--- config.mk ---
export PLATFORM = sky130hd
export DESIGN_NAME = border_extend_par
export DESIGN_NICKNAME = d
export VERILOG_FILES = /design/src/rtl/border_extend_par.sv
export SDC_FILE = /design/constraint.sdc
export NUM_CORES = 1
export LEC_CHECK = 0
export CORE_MARGIN = 2
export CORE_UTILIZATION = 59
export CTS_CLUSTER_SIZE = 24
export DETAILED_ROUTE_END_ITERATION = 16
export PLACE_DENSITY = 0.89
export SLEW_MARGIN = 20
export SYNTH_ARGS = -nofsm -noshare
export SYNTH_HDL_FRONTEND = slang
export SYNTH_SLANG_ARGS = --single-unit
--- constraint.sdc ---
create_clock -name clk -period 7.9 [get_ports clk]
set_clock_uncertainty 0.2 [all_clocks]
set_input_delay 1.58 -clock clk [delete_from_list [all_inputs] [get_ports clk]]
set_output_delay 1.58 -clock clk [all_outputs]
set_load 0.02 [all_outputs]
--- src/rtl/border_extend_par.sv ---
// Border extension engine: streams an EWxEH extended frame from a WIDTHxHEIGHT source RAM.
// Optional constant-border mode is compiled in with BORDER_EXTEND_CONST_EN.
module border_extend_par #(
  parameter int WIDTH  = 640,
  parameter int HEIGHT = 480,
  parameter int BORDER = 19,
  parameter int PIX_W  = 8,
  parameter int RD_LAT = 1,
  localparam int EW     = WIDTH + 2*BORDER,
  localparam int EH     = HEIGHT + 2*BORDER,
  localparam int N      = EW*EH,
  localparam int SRC_AW = $clog2(WIDTH*HEIGHT),
  localparam int DST_AW = $clog2(N)
)(
  input  logic              clk,
  input  logic              rst,
  input  logic              start,
  input  logic [1:0]        mode,
  input  logic [PIX_W-1:0]  const_val,
  output logic              src_rd_en,
  output logic [SRC_AW-1:0] src_addr,
  input  logic [PIX_W-1:0]  src_data,
  output logic              dst_wr_en,
  output logic [DST_AW-1:0] dst_addr,
  output logic [PIX_W-1:0]  dst_data,
  output logic              busy,
  output logic              done
);

  localparam int CW = $clog2((EW > EH ? EW : EH) + 1);
  localparam logic [CW-1:0]     X_LAST = CW'(EW-1);
  localparam logic [CW-1:0]     Y_LAST = CW'(EH-1);
  localparam logic [DST_AW-1:0] D_LAST = DST_AW'(N-1);
  localparam logic [SRC_AW-1:0] W_STEP = SRC_AW'(WIDTH);

  typedef enum logic [1:0] {S_IDLE = 2'd0, S_SCAN = 2'd1, S_DRAIN = 2'd2} state_t;

  // Extended -> source coordinate fold; gm: 0 reflect, 1 reflect-101, else replicate.
  // Modular CW-bit arithmetic is exact because every result lies in 0..n-1.
  function automatic logic [CW-1:0] f_map(input logic [CW-1:0] e, input int n,
                                          input logic [1:0] gm);
    logic [CW-1:0] lo, hi, s;
    lo = CW'(BORDER);
    hi = CW'(n + BORDER);
    s  = e - lo;
    if (e < lo) begin
      case (gm)
        2'd0:    s = CW'(BORDER-1) - e;
        2'd1:    s = lo - e;
        default: s = '0;
      endcase
    end else if (e >= hi) begin
      case (gm)
        2'd0:    s = CW'(2*n + BORDER - 1) - e;
        2'd1:    s = CW'(2*n + BORDER - 2) - e;
        default: s = CW'(n-1);
      endcase
    end
    return s;
  endfunction

  state_t r_state, w_nstate;

  logic [1:0]              r_gmode;
  logic [CW-1:0]           r_x, r_y;
  logic [SRC_AW-1:0]       r_rowbase;
  logic [DST_AW-1:0]       r_didx;
  logic                    r_src_rd_en;
  logic [SRC_AW-1:0]       r_src_addr;
  logic                    r_done;
  logic [RD_LAT:0]         r_vld_pipe;
  logic [RD_LAT:0][DST_AW-1:0] r_adr_pipe;

  logic              w_scan, w_accept, w_xend, w_yend, w_last_wr, w_cborder;
  logic [1:0]        w_gmode_in;
  logic [SRC_AW-1:0] w_base0;
  logic [CW-1:0]     w_sx, w_sy, w_sy_nxt;

`ifdef BORDER_EXTEND_CONST_EN
  logic                r_cmode;
  logic [PIX_W-1:0]    r_cval;
  logic [RD_LAT:0]     r_cst_pipe;
  logic                w_border;
`else
  logic                w_unused_cval;
  assign w_unused_cval = ^const_val;
`endif

  assign w_scan    = (r_state == S_SCAN);
  assign w_accept  = (r_state == S_IDLE) && start;
  assign w_xend    = (r_x == X_LAST);
  assign w_yend    = (r_y == Y_LAST);
  assign w_last_wr = r_vld_pipe[RD_LAT] && (r_adr_pipe[RD_LAT] == D_LAST);

  assign w_sx     = f_map(r_x, WIDTH, r_gmode);
  assign w_sy     = f_map(r_y, HEIGHT, r_gmode);
  assign w_sy_nxt = f_map(r_y + CW'(1), HEIGHT, r_gmode);

`ifdef BORDER_EXTEND_CONST_EN
  assign w_border  = (r_x < CW'(BORDER)) || (r_x >= CW'(WIDTH + BORDER)) ||
                     (r_y < CW'(BORDER)) || (r_y >= CW'(HEIGHT + BORDER));
  assign w_cborder = r_cmode && w_border;
`else
  assign w_cborder = 1'b0;
`endif

  // Constant mode borrows the reflect fold for its interior addresses.
  always_comb begin
    w_gmode_in = mode;
    if (mode == 2'd3) begin
`ifdef BORDER_EXTEND_CONST_EN
      w_gmode_in = 2'd0;
`else
      w_gmode_in = 2'd2;
`endif
    end
  end

  always_comb begin
    w_base0 = '0;
    case (w_gmode_in)
      2'd0:    w_base0 = SRC_AW'((BORDER-1)*WIDTH);
      2'd1:    w_base0 = SRC_AW'(BORDER*WIDTH);
      default: w_base0 = '0;
    endcase
  end

  always_ff @(posedge clk) begin
    if (rst) r_state <= S_IDLE;
    else     r_state <= w_nstate;
  end

  always_comb begin
    w_nstate = r_state;
    case (r_state)
      S_IDLE:  if (start) w_nstate = S_SCAN;
      S_SCAN:  if (w_xend && w_yend) w_nstate = S_DRAIN;
      S_DRAIN: if (w_last_wr) w_nstate = S_IDLE;
      default: w_nstate = S_IDLE;
    endcase
  end

  // Coordinate stage. Source row base steps by +/-WIDTH since the folded row
  // index moves by at most one between consecutive extended rows.
  always_ff @(posedge clk) begin
    if (rst) begin
      r_x       <= '0;
      r_y       <= '0;
      r_didx    <= '0;
      r_rowbase <= '0;
      r_gmode   <= '0;
`ifdef BORDER_EXTEND_CONST_EN
      r_cmode   <= 1'b0;
      r_cval    <= '0;
`endif
    end else if (w_accept) begin
      r_x       <= '0;
      r_y       <= '0;
      r_didx    <= '0;
      r_rowbase <= w_base0;
      r_gmode   <= w_gmode_in;
`ifdef BORDER_EXTEND_CONST_EN
      r_cmode   <= (mode == 2'd3);
      r_cval    <= const_val;
`endif
    end else if (w_scan) begin
      r_didx <= r_didx + DST_AW'(1);
      if (w_xend) begin
        r_x <= '0;
        r_y <= r_y + CW'(1);
        if (w_sy_nxt > w_sy)      r_rowbase <= r_rowbase + W_STEP;
        else if (w_sy_nxt < w_sy) r_rowbase <= r_rowbase - W_STEP;
      end else begin
        r_x <= r_x + CW'(1);
      end
    end
  end

  // Read stage feeds a RD_LAT-deep shift register aligned with returning data.
  always_ff @(posedge clk) begin
    if (rst) begin
      r_src_rd_en <= 1'b0;
      r_src_addr  <= '0;
      r_vld_pipe  <= '0;
      r_adr_pipe  <= '0;
      r_done      <= 1'b0;
`ifdef BORDER_EXTEND_CONST_EN
      r_cst_pipe  <= '0;
`endif
    end else begin
      r_src_rd_en   <= w_scan && !w_cborder;
      r_src_addr    <= w_scan ? (r_rowbase + SRC_AW'(w_sx)) : '0;
      r_vld_pipe[0] <= w_scan;
      r_adr_pipe[0] <= w_scan ? r_didx : '0;
      for (int i = 1; i <= RD_LAT; i++) begin
        r_vld_pipe[i] <= r_vld_pipe[i-1];
        r_adr_pipe[i] <= r_adr_pipe[i-1];
      end
`ifdef BORDER_EXTEND_CONST_EN
      r_cst_pipe[0] <= w_scan && w_cborder;
      for (int i = 1; i <= RD_LAT; i++) r_cst_pipe[i] <= r_cst_pipe[i-1];
`endif
      r_done <= (r_state == S_DRAIN) && w_last_wr;
    end
  end

  assign src_rd_en = r_src_rd_en;
  assign src_addr  = r_src_addr;
  assign dst_wr_en = r_vld_pipe[RD_LAT];
  assign dst_addr  = r_adr_pipe[RD_LAT];
  assign busy      = (r_state != S_IDLE);
  assign done      = r_done;

`ifdef BORDER_EXTEND_CONST_EN
  assign dst_data = !r_vld_pipe[RD_LAT] ? '0 :
                    (r_cst_pipe[RD_LAT] ? r_cval : src_data);
`else
  assign dst_data = r_vld_pipe[RD_LAT] ? src_data : '0;
`endif

endmodule
[Yosys cells after proc, flatten, opt, wreduce, memory -nomap -nowiden]
Cells that the tools add are included.
Word-level totals
  bits in registers: 123
  input bits: 21
  output and inout port bits: 50
  word-level logic and storage cells: 94
Cells by class
  bitwise operators: 1
  $add $sub $neg: 21
  muxes and demuxes: 25
  reductions and logical operators: 16
  eq/ne operators: 11
  magnitude comparators: 8
Operators by type and width (count)
  case mux 10 bit (2 select lines): 6
  2-to-1 mux 19 bit: 5
  2-to-1 mux 10 bit: 7
  subtractor 5 x 10 -> 10 bit (first input constant): 6
  subtractor 10 bit (first input constant): 4
  less-than comparator 10 x 5 -> 1 bit (second input constant): 3
  subtractor 10 x 5 -> 10 bit (second input constant): 3
  case mux 14 bit (2 select lines): 1
  adder 10 x 1 -> 10 bit (second input constant): 2
  == test 10 bit (second input constant): 2
  greater-or-equal comparator 10 x 9 -> 1 bit (second input constant): 2
  subtractor 9 x 10 -> 10 bit (first input constant): 2
  adder 19 x 1 -> 19 bit (second input constant): 1
  adder 19 x 10 -> 19 bit: 1
  adder 19 x 10 -> 19 bit (second input constant): 1
  == test 19 bit (second input constant): 1
  subtractor 19 x 10 -> 19 bit (second input constant): 1
  greater-or-equal comparator 10 bit (second input constant): 1
  > comparator 10 bit: 1
  less-than comparator 10 bit: 1
  2-to-1 mux 2 bit: 4
  2-to-1 mux 8 bit: 1
  == test 2 x 1 -> 1 bit (second input constant): 3
  zero test 2 bit: 3
  other kinds (11): 20

[Depth between registers and ports, before layout]
Gate-level depths: netlist of the first run.
  depth after elaboration: 11
  gate-level depth with buffers: 28
  mapped depth without buffers: 27

[Least setup slack after synthesis of the first run]
Ideal clock, no wire load.
  path kind: register -> register
  start: reg r_y[0]
  end: reg r_rowbase[18]
  path buffers: 2
  stages on the path, launching flop included: 29
  path slack: 1.730 ns
  setup time: 0.074 ns
  arrival time: 5.896 ns
  required time: 7.626 ns
  clock period less this slack: 6.170 ns
  cells stage by stage: dfxtp_1 -> ha_1 -> xor2_1 -> inv_1 -> ha_1 -> a21boi_0 -> nor3_1 -> a41o_1 -> buf_4 -> nand2b_1 -> buf_2 -> o221ai_1 -> a311oi_1 -> ha_1 -> nor2b_1 -> o211ai_1 -> a21oi_1 -> o22ai_1 -> nor2b_1 -> inv_1 -> ha_1 -> or2_2 -> a21oi_1 -> a31oi_1 -> a41o_1 -> o41a_1 -> xor2_1 -> or3_1 -> a31oi_1
Between the ends
  cells in the longest elaborated chain, start to end: 10
  elaborated cells between the ends (all ways): 31
  classes of those cells: 11 x add/sub; 6 x order compare; 12 x mux; 2 x reduce/logical
Ends and longest elaborated chain
  start, declared: line 65  | logic [CW-1:0] r_x, r_y;
  start signal, assigned: line 170  | r_y <= r_y + CW'(1);
  adder 10 x 1 -> 10 bit: line 97  | assign w_sy_nxt = f_map(r_y + CW'(1), HEIGHT, r_gmode);
  subtractor 10 bit, on equally long branches: line 55, 54
  case mux 10 bit (2 select lines): line 53  | case (gm)
  2-to-1 mux 10 bit: line 52  | end else if (e >= hi) begin
  2-to-1 mux 10 bit: line 46  | if (e < lo) begin
  > comparator 10 bit: line 171  | if (w_sy_nxt > w_sy) r_rowbase <= r_rowbase + W_STEP;
  2-to-1 mux 19 bit: line 171
  2-to-1 mux 19 bit: line 168  | if (w_xend) begin
  2-to-1 mux 19 bit: line 166  | end else if (w_scan) begin
  2-to-1 mux 19 bit: line 156  | end else if (w_accept) begin
  end signal, assigned: line 160  | r_rowbase <= w_base0;
  end signal, assigned: line 171
  end signal, assigned: line 172  | else if (w_sy_nxt < w_sy) r_rowbase <= r_rowbase - W_STEP;
  end, declared: line 66  | logic [SRC_AW-1:0] r_rowbase;
Parallel ways exist; a longest one is shown, timed or not. The select of a mux whose other input is x is not followed.
A chain may end at the register's enable or synchronous reset.

[Worst setup path after layout of the first run]
  start: reg r_y[1]
  end: reg r_rowbase[18]
Same word-level chain as after synthesis.

==> impl_metrics.toml, run 1 <==
[logic_synthesis]
yosysUniqueCellTypes = 86
synth_top_cells_by_area = "sky130_fd_sc_hd__dfxtp_1 (30%), sky130_fd_sc_hd__ha_1 (7.6%), sky130_fd_sc_hd__xnor2_1 (6.1%), sky130_fd_sc_hd__nor2_1 (5.1%), sky130_fd_sc_hd__a21oi_1 (4.7%)"
synth-seq-area-share = 0.296
yosysWarningCount = 0
async_flop_share = 0
synth_nets = 1033
yosysTopAreaCellShare = 0.296
synth.largest_area_cell = "sky130_fd_sc_hd__dfxtp_1"
synth-edff-count = 0
synth-seq-cells = 115
yosys_most_used_dff = "sky130_fd_sc_hd__dfxtp_1"
syn_inst = 964
synthesis.area_per_instance_um2 = 8.07
summed_instance_area_of_the_synthesized_netlist_um2 = 7780

[layout]
final_nets = 1052
layout.cells.most_common = "sky130_fd_sc_hd__dfxtp_1"
final_cell_mix = "sky130_fd_sc_hd__dfxtp_1 (115), sky130_fd_sc_hd__nor2_1 (106), sky130_fd_sc_hd__a21oi_1 (73)"
n_antenna_cell = 0
post_route_cells_drive_above_1_share = 0.0725
area_delta_synth_final_pct = 13.5

[sta]
highest_clock_rate_mhz = 135
finalSetupViolations = 0
finalWorstPathRequiredPeriod_ns = 7.39
max_slew.worst_pin.slew_ns = 0.916
finalWorstSetupSlack_ns = 0.512
final_clock_period_utilization_by_the_worst_path = 0.935
timing.max_slew.rel_slack = 0.385
setup_repair_after_global_routing_missed_its_margin = "false"
final_hold_viol_count = 0
final-max-slew-violation-count = 0
setup-tns-final_ns = 0

[worst_setup_path]
timing.critical_path.slowest_stage_cell = "sky130_fd_sc_hd__dfxtp_1"
worstPathRequired_ns = 8.04
critical_path.reg2reg.endpoint = "r_rowbase[18]"
arrival_ns = 7.53
cpLargestDelayFamily = "compound AO/OA/AOI/OAI gates"
path_max_fanout = 10
critical_path.n_buffers_inverters = 2
critical_path.startpoint_type = "flop"
rr_worst_depth = 26
worstSetupEndpointType = "flop"
slowest_delay_ns = 0.51
regToRegStartpoint = "r_y[1]"
timing_worst_setup_path_type = "reg -> reg"
reg2reg_slack_ns = 0.51

[global_route]
grt_start_max_net_pins = 44
grtUsageTotal = 0.273
grt.overflow.total = 0
grt_pass1_vias = 6588
first_pass_grt_wire_length_um = 31800
antenna_found_initial = 0

[outcome]
outcome = "completed"

[routing]
wl_um = 19000
via_count_of_the_routed_design = 7049
1st_iter_drt_viols = 772
final_antenna_net_count = 0
dr.pass1.iters = 6
vias_per_cell = 6.05
remaining_drc_errors = 0
detail_route.wl_per_cell_um = 16.3

[floorplanning]
floorplan.die.height_um = 119
initial_utilization = 0.609
core_um2 = 12800
pin_count = 71
dieWidth_um = 119
row_count = 41
fp.dieArea_um2 = 14100

[placement]
pre_cts_slack_ns = 0.741
port_buffers = 62
dp_hpwl_um = 13000
place.gp.congestion = 0.940

[clocking]
clkLatencyLatePin_ns = 0.42
cts_tree = "built"
cts_root_buffer_type = "sky130_fd_sc_hd__clkbuf_16"
cts-buffers-inserted = 17
post-cts-setup-buffer-count = 0
worst_setup_hold_path_clk_slew_ns = 0.05
max_clock_buf_depth = 2
clkSinkCount = 115
htreeDepth = 4

[worst_hold_path]
hold_depth = 1
worst_min_path_class = "reg -> reg"
timing.hold.worst.start = "r_adr_pipe[16]"
hold-path-endpoint = "dst_addr[16]"

[run]
drv.max_cap_violation_count = 0

[pwr]
vdd_ir_drop_max_uv = 119
cellPowerDensity_nw_per_um2 = 162
total_leakage_power_nw = 3.37
-- logic make-up (layout without fill, tap and decap cells) --
kind of cell,count (synthesis),after routing,share of synthesized area
xor+xnor,88,88,0.101
mux,12,12,0.0156
simple gates,383,383,0.254
compound gates,220,220,0.192
flops,115,115,0.296
fa+ha+maj,48,48,0.0781
buf+inv,97,126,0.0625
other cells,1,1,0.000482
-- where the power goes --
group	switching [W]	leakage (nW)	total, W	internal (W)
Clock	0.000266	0.259	0.000696	0.000430
Combinational	0.0000856	2.18	0.000144	0.0000586
Sequential	0.00000694	0.928	0.000593	0.000586
-- cell type report --
class | count | area [um^2]
Tap cell | 172 | 215
Timing Repair Buffer | 72 | 696
Inverter | 25 | 93.8
Clock inverter | 11 | 91.3
Fill cell | 952 | 3940
Multi-Input combinational cell | 752 | 5000
Clock buffer | 18 | 439
Sequential cell | 115 | 2300
-- sequential cells by signal, summed over array words and instances (netlist names) --
name and count:
r_adr_pipe 19, r_x 10, r_vld_pipe 2, src_addr 19, r_gmode 2, r_rowbase 12
r_didx 19, done 1, dst_addr 19, r_y 10, r_state 2
-- metal layers --
layer  track usage  wire length [um]  up-vias
li1              -                 -     3417
met2         0.466              9310      283
met4         0.109               454        0
met3        0.0508              1130       50
met5             0                 0        -
met1         0.339              8080     3299
-- cells in the mapped netlist (all sizes together), types with 11 or more instances --
cell type	instances
buf	42
nand4	16
and2	36
nor3	26
mux2i	11
a21oi	73
nand3	26
or3	16
nand2	69
nand2b	14
inv	23
clkbuf	30
nor2b	32
ha	47
nor2	106
o21ai	41
a221oi	11
xor2	32
dfxtp	115
xnor2	56
-- per-stage QoR --
stage | std cells | hold WS [ns] | instance area, um^2 | util | total power (W)
after floorplan | 964 | 0.214 | 7780 | - | 0.000707
after global placement | 1136 | 0.219 | 8300 | 0.650 | 0.000738
after detailed placement | 1136 | 0.225 | 8300 | 0.650 | 0.000743
after CTS | 1165 | 0.239 | 8830 | 0.691 | 0.00143
after global routing | 1165 | 0.254 | 8840 | 0.692 | 0.00148
final | 1165 | 0.233 | 8840 | 0.692 | 0.00143
-- how the worst max path moves through the flow --
stage                     startpoint            end  slack [ns]  cells after the start
final                         r_y[1]  r_rowbase[18]        0.51                     26
after global routing          r_y[1]  r_rowbase[18]        0.08                     26
after CTS                     r_y[1]  r_rowbase[18]        0.61                     25
after detailed placement      r_y[1]  r_rowbase[18]        0.74                     24
after global placement        r_y[1]  r_rowbase[18]        0.98                     25
after floorplan               r_y[0]  r_rowbase[18]        1.73                     28
-- repair_timing --
item,4_1_cts,5_1_grt
setup endpoints to repair,0,1
hold buffers,0,0
resized for setup,0,1
hold endpoints to repair,0,0
Power figures use the tool's default switching activity.
==> run 2: changes to the inputs <==
Settings changed: GPL_TIMING_DRIVEN set to 0.
==> run 2 against run 1 <==
Clock-buffer cell count up 3; non-clock buffer count grew 62; worst hold slack got worse by 0.00061 ns; die area unchanged; global-route usage grew 1.5 points; core utilization increased by 2.9 points; critical path depth is 2 lower; final cell count is 5.5% higher; fmax is 0.67% higher; register-to-register slack improved by 0.05 ns; flip-flop and latch count stayed put; sequential share of layout area down 1.1 points; critical endpoint unchanged; largest cell class unchanged.
==> impl_metrics.toml, run 2 (synthesized netlist as in run 1, its figures left out) <==
[routing]
dr.pass1.iters = 6
via_count_of_the_routed_design = 7413
1st_iter_drt_viols = 927
wl_um = 20500
remaining_drc_errors = 0
vias_per_cell = 6.03
detail_route.wl_per_cell_um = 16.7
final_antenna_net_count = 0

[worst_setup_path]
rr_worst_depth = 24
path_max_fanout = 10
worstPathRequired_ns = 8.05
arrival_ns = 7.48
regToRegStartpoint = "r_y[1]"
timing_worst_setup_path_type = "reg -> reg"
critical_path.startpoint_type = "flop"
worst_setup_path_startpoint = "r_y[1]"
worstSetupEndpointType = "flop"

[clocking]
post-cts-setup-buffer-count = 0
clkLatencyLatePin_ns = 0.42
max_clock_buf_depth = 2
worst_setup_hold_path_clk_slew_ns = 0.06
htreeDepth = 4
cts_root_buffer_type = "sky130_fd_sc_hd__clkbuf_16"
cts-buffers-inserted = 17
clkSinkCount = 115
cts_tree = "built"
cts_resized = 0
hold_buffers = 0

[layout]
area_delta_synth_final_pct = 18.3
layout.cells.most_common = "sky130_fd_sc_hd__dfxtp_1"
multi_input_area_um2 = 5010
post_route_cells_drive_above_1_share = 0.0956
seqCellArea_um2 = 2300
fin_util = 0.721
layout.filler_cells = 897
final_cell_mix = "sky130_fd_sc_hd__dfxtp_1 (115), sky130_fd_sc_hd__nor2_1 (106), sky130_fd_sc_hd__a21oi_1 (73)"
final_nets = 1114
n_antenna_cell = 0
post-route-cell-area_um2 = 9210

[global_route]
grt.overflow.total = 0
first_pass_grt_wire_length_um = 33200
grt_pass1_vias = 6896
grtUsageTotal = 0.287
grt_start_max_net_pins = 17
antenna_found_initial = 0

[sta]
final-max-slew-violation-count = 0
max_slew.worst_pin.slew_ns = 0.965
setup-tns-final_ns = 0
setup_repair_after_global_routing_missed_its_margin = "false"
final_clock_period_utilization_by_the_worst_path = 0.929
finalWorstPathRequiredPeriod_ns = 7.34
highest_clock_rate_mhz = 136
timing.max_slew.rel_slack = 0.351
final_hold_viol_count = 0
finalSetupViolations = 0

[floorplanning]
floorplan.die.height_um = 119
fp.dieArea_um2 = 14100
dieWidth_um = 119
row_count = 41
pin_count = 71
core_um2 = 12800
initial_utilization = 0.609

[pwr]
clkPwrFrac = 0.502
internal_power_w = 0.00110
vdd_ir_drop_max_uv = 115
power.share.combinational = 0.100
switching_share = 0.258
cellPowerDensity_nw_per_um2 = 162
total_leakage_power_nw = 3.57
seq_power_share = 0.398
p_sw_w = 0.000385

[run]
drv.max_cap_violation_count = 0

[placement]
post_dp_cell_area_um2 = 8620
port_buffers = 62
dp_hpwl_um = 14500
place.gp.congestion = 0.951

[worst_hold_path]
hold_depth = 1
timing.hold.worst.start = "r_adr_pipe[16]"
worst_min_path_class = "reg -> reg"

[outcome]
outcome = "completed"
run 2: metrics by stage:
step           power [W]  hold slack, ns  instances  setup WS [ns]
2_1_floorplan   0.000707           0.214        964           1.73
3_3_place_gp    0.000744           0.221       1198          0.284
3_5_place_dp    0.000747           0.226       1198          0.251
4_1_cts          0.00148           0.237       1229          0.173
5_1_grt          0.00153           0.254       1229          0.130
6_report         0.00149           0.233       1229          0.561
run 2: power groups by stage:
stage / clock, W / combinational [W] / sequential, W
floorplan: 0 / 0.000102 / 0.000605
global placement: 0 / 0.000140 / 0.000604
detailed placement: 0 / 0.000143 / 0.000605
CTS: 0.000746 / 0.000146 / 0.000592
global route: 0.000774 / 0.000163 / 0.000593
finish: 0.000746 / 0.000149 / 0.000593
run 2: worst max-delay path, stage by stage, from the launching register on:
cell and delay, ns:
sky130_fd_sc_hd__dfxtp_1 0.51, sky130_fd_sc_hd__ha_1 0.43, sky130_fd_sc_hd__xor2_2 0.38, sky130_fd_sc_hd__inv_1 0.17, sky130_fd_sc_hd__ha_1 0.26, sky130_fd_sc_hd__a21boi_1 0.35
sky130_fd_sc_hd__o21ai_0 0.33, sky130_fd_sc_hd__nor3b_2 0.44, sky130_fd_sc_hd__nor4_1 0.11, sky130_fd_sc_hd__a211o_1 0.31, sky130_fd_sc_hd__ha_1 0.22, sky130_fd_sc_hd__a2111oi_0 0.30
sky130_fd_sc_hd__o21ai_0 0.14, sky130_fd_sc_hd__o22ai_1 0.41, sky130_fd_sc_hd__nor2b_1 0.17, sky130_fd_sc_hd__inv_1 0.32, sky130_fd_sc_hd__ha_1 0.35, sky130_fd_sc_hd__or2_2 0.29
sky130_fd_sc_hd__a21oi_1 0.14, sky130_fd_sc_hd__a31oi_1 0.09, sky130_fd_sc_hd__a41o_1 0.30, sky130_fd_sc_hd__o41a_1 0.35, sky130_fd_sc_hd__xor2_1 0.16, sky130_fd_sc_hd__or3_1 0.33
sky130_fd_sc_hd__a31oi_1 0.17
run 2: per-layer routing:
| metal | track usage | share of wire | vias up |
|---|---|---|---|
| met3 | 0.0484 | 0.080 | 65 |
| met5 | 0 | 0 | - |
| met2 | 0.484 | 0.48 | 361 |
| li1 | - | - | 3541 |
| met4 | 0.118 | 0.028 | 0 |
| met1 | 0.364 | 0.41 | 3446 |
run 2: final timing paths:
check                                     end  slack [ns]
worst min-delay path             dst_addr[16]        0.23
worst min register to register   dst_addr[16]        0.23
worst max-delay path            r_rowbase[18]        0.56
worst max register to register  r_rowbase[18]        0.56
run 2: final cells by class:
type                       instances  area share
buffer                            72      0.0427
clock buffer                      21      0.0511
clock inverter                    10      0.0110
inverter                          25      0.0102
multi-input combinational        752       0.544
sequential                       115       0.250
tap                              172      0.0234
timing repair buffer              62      0.0674
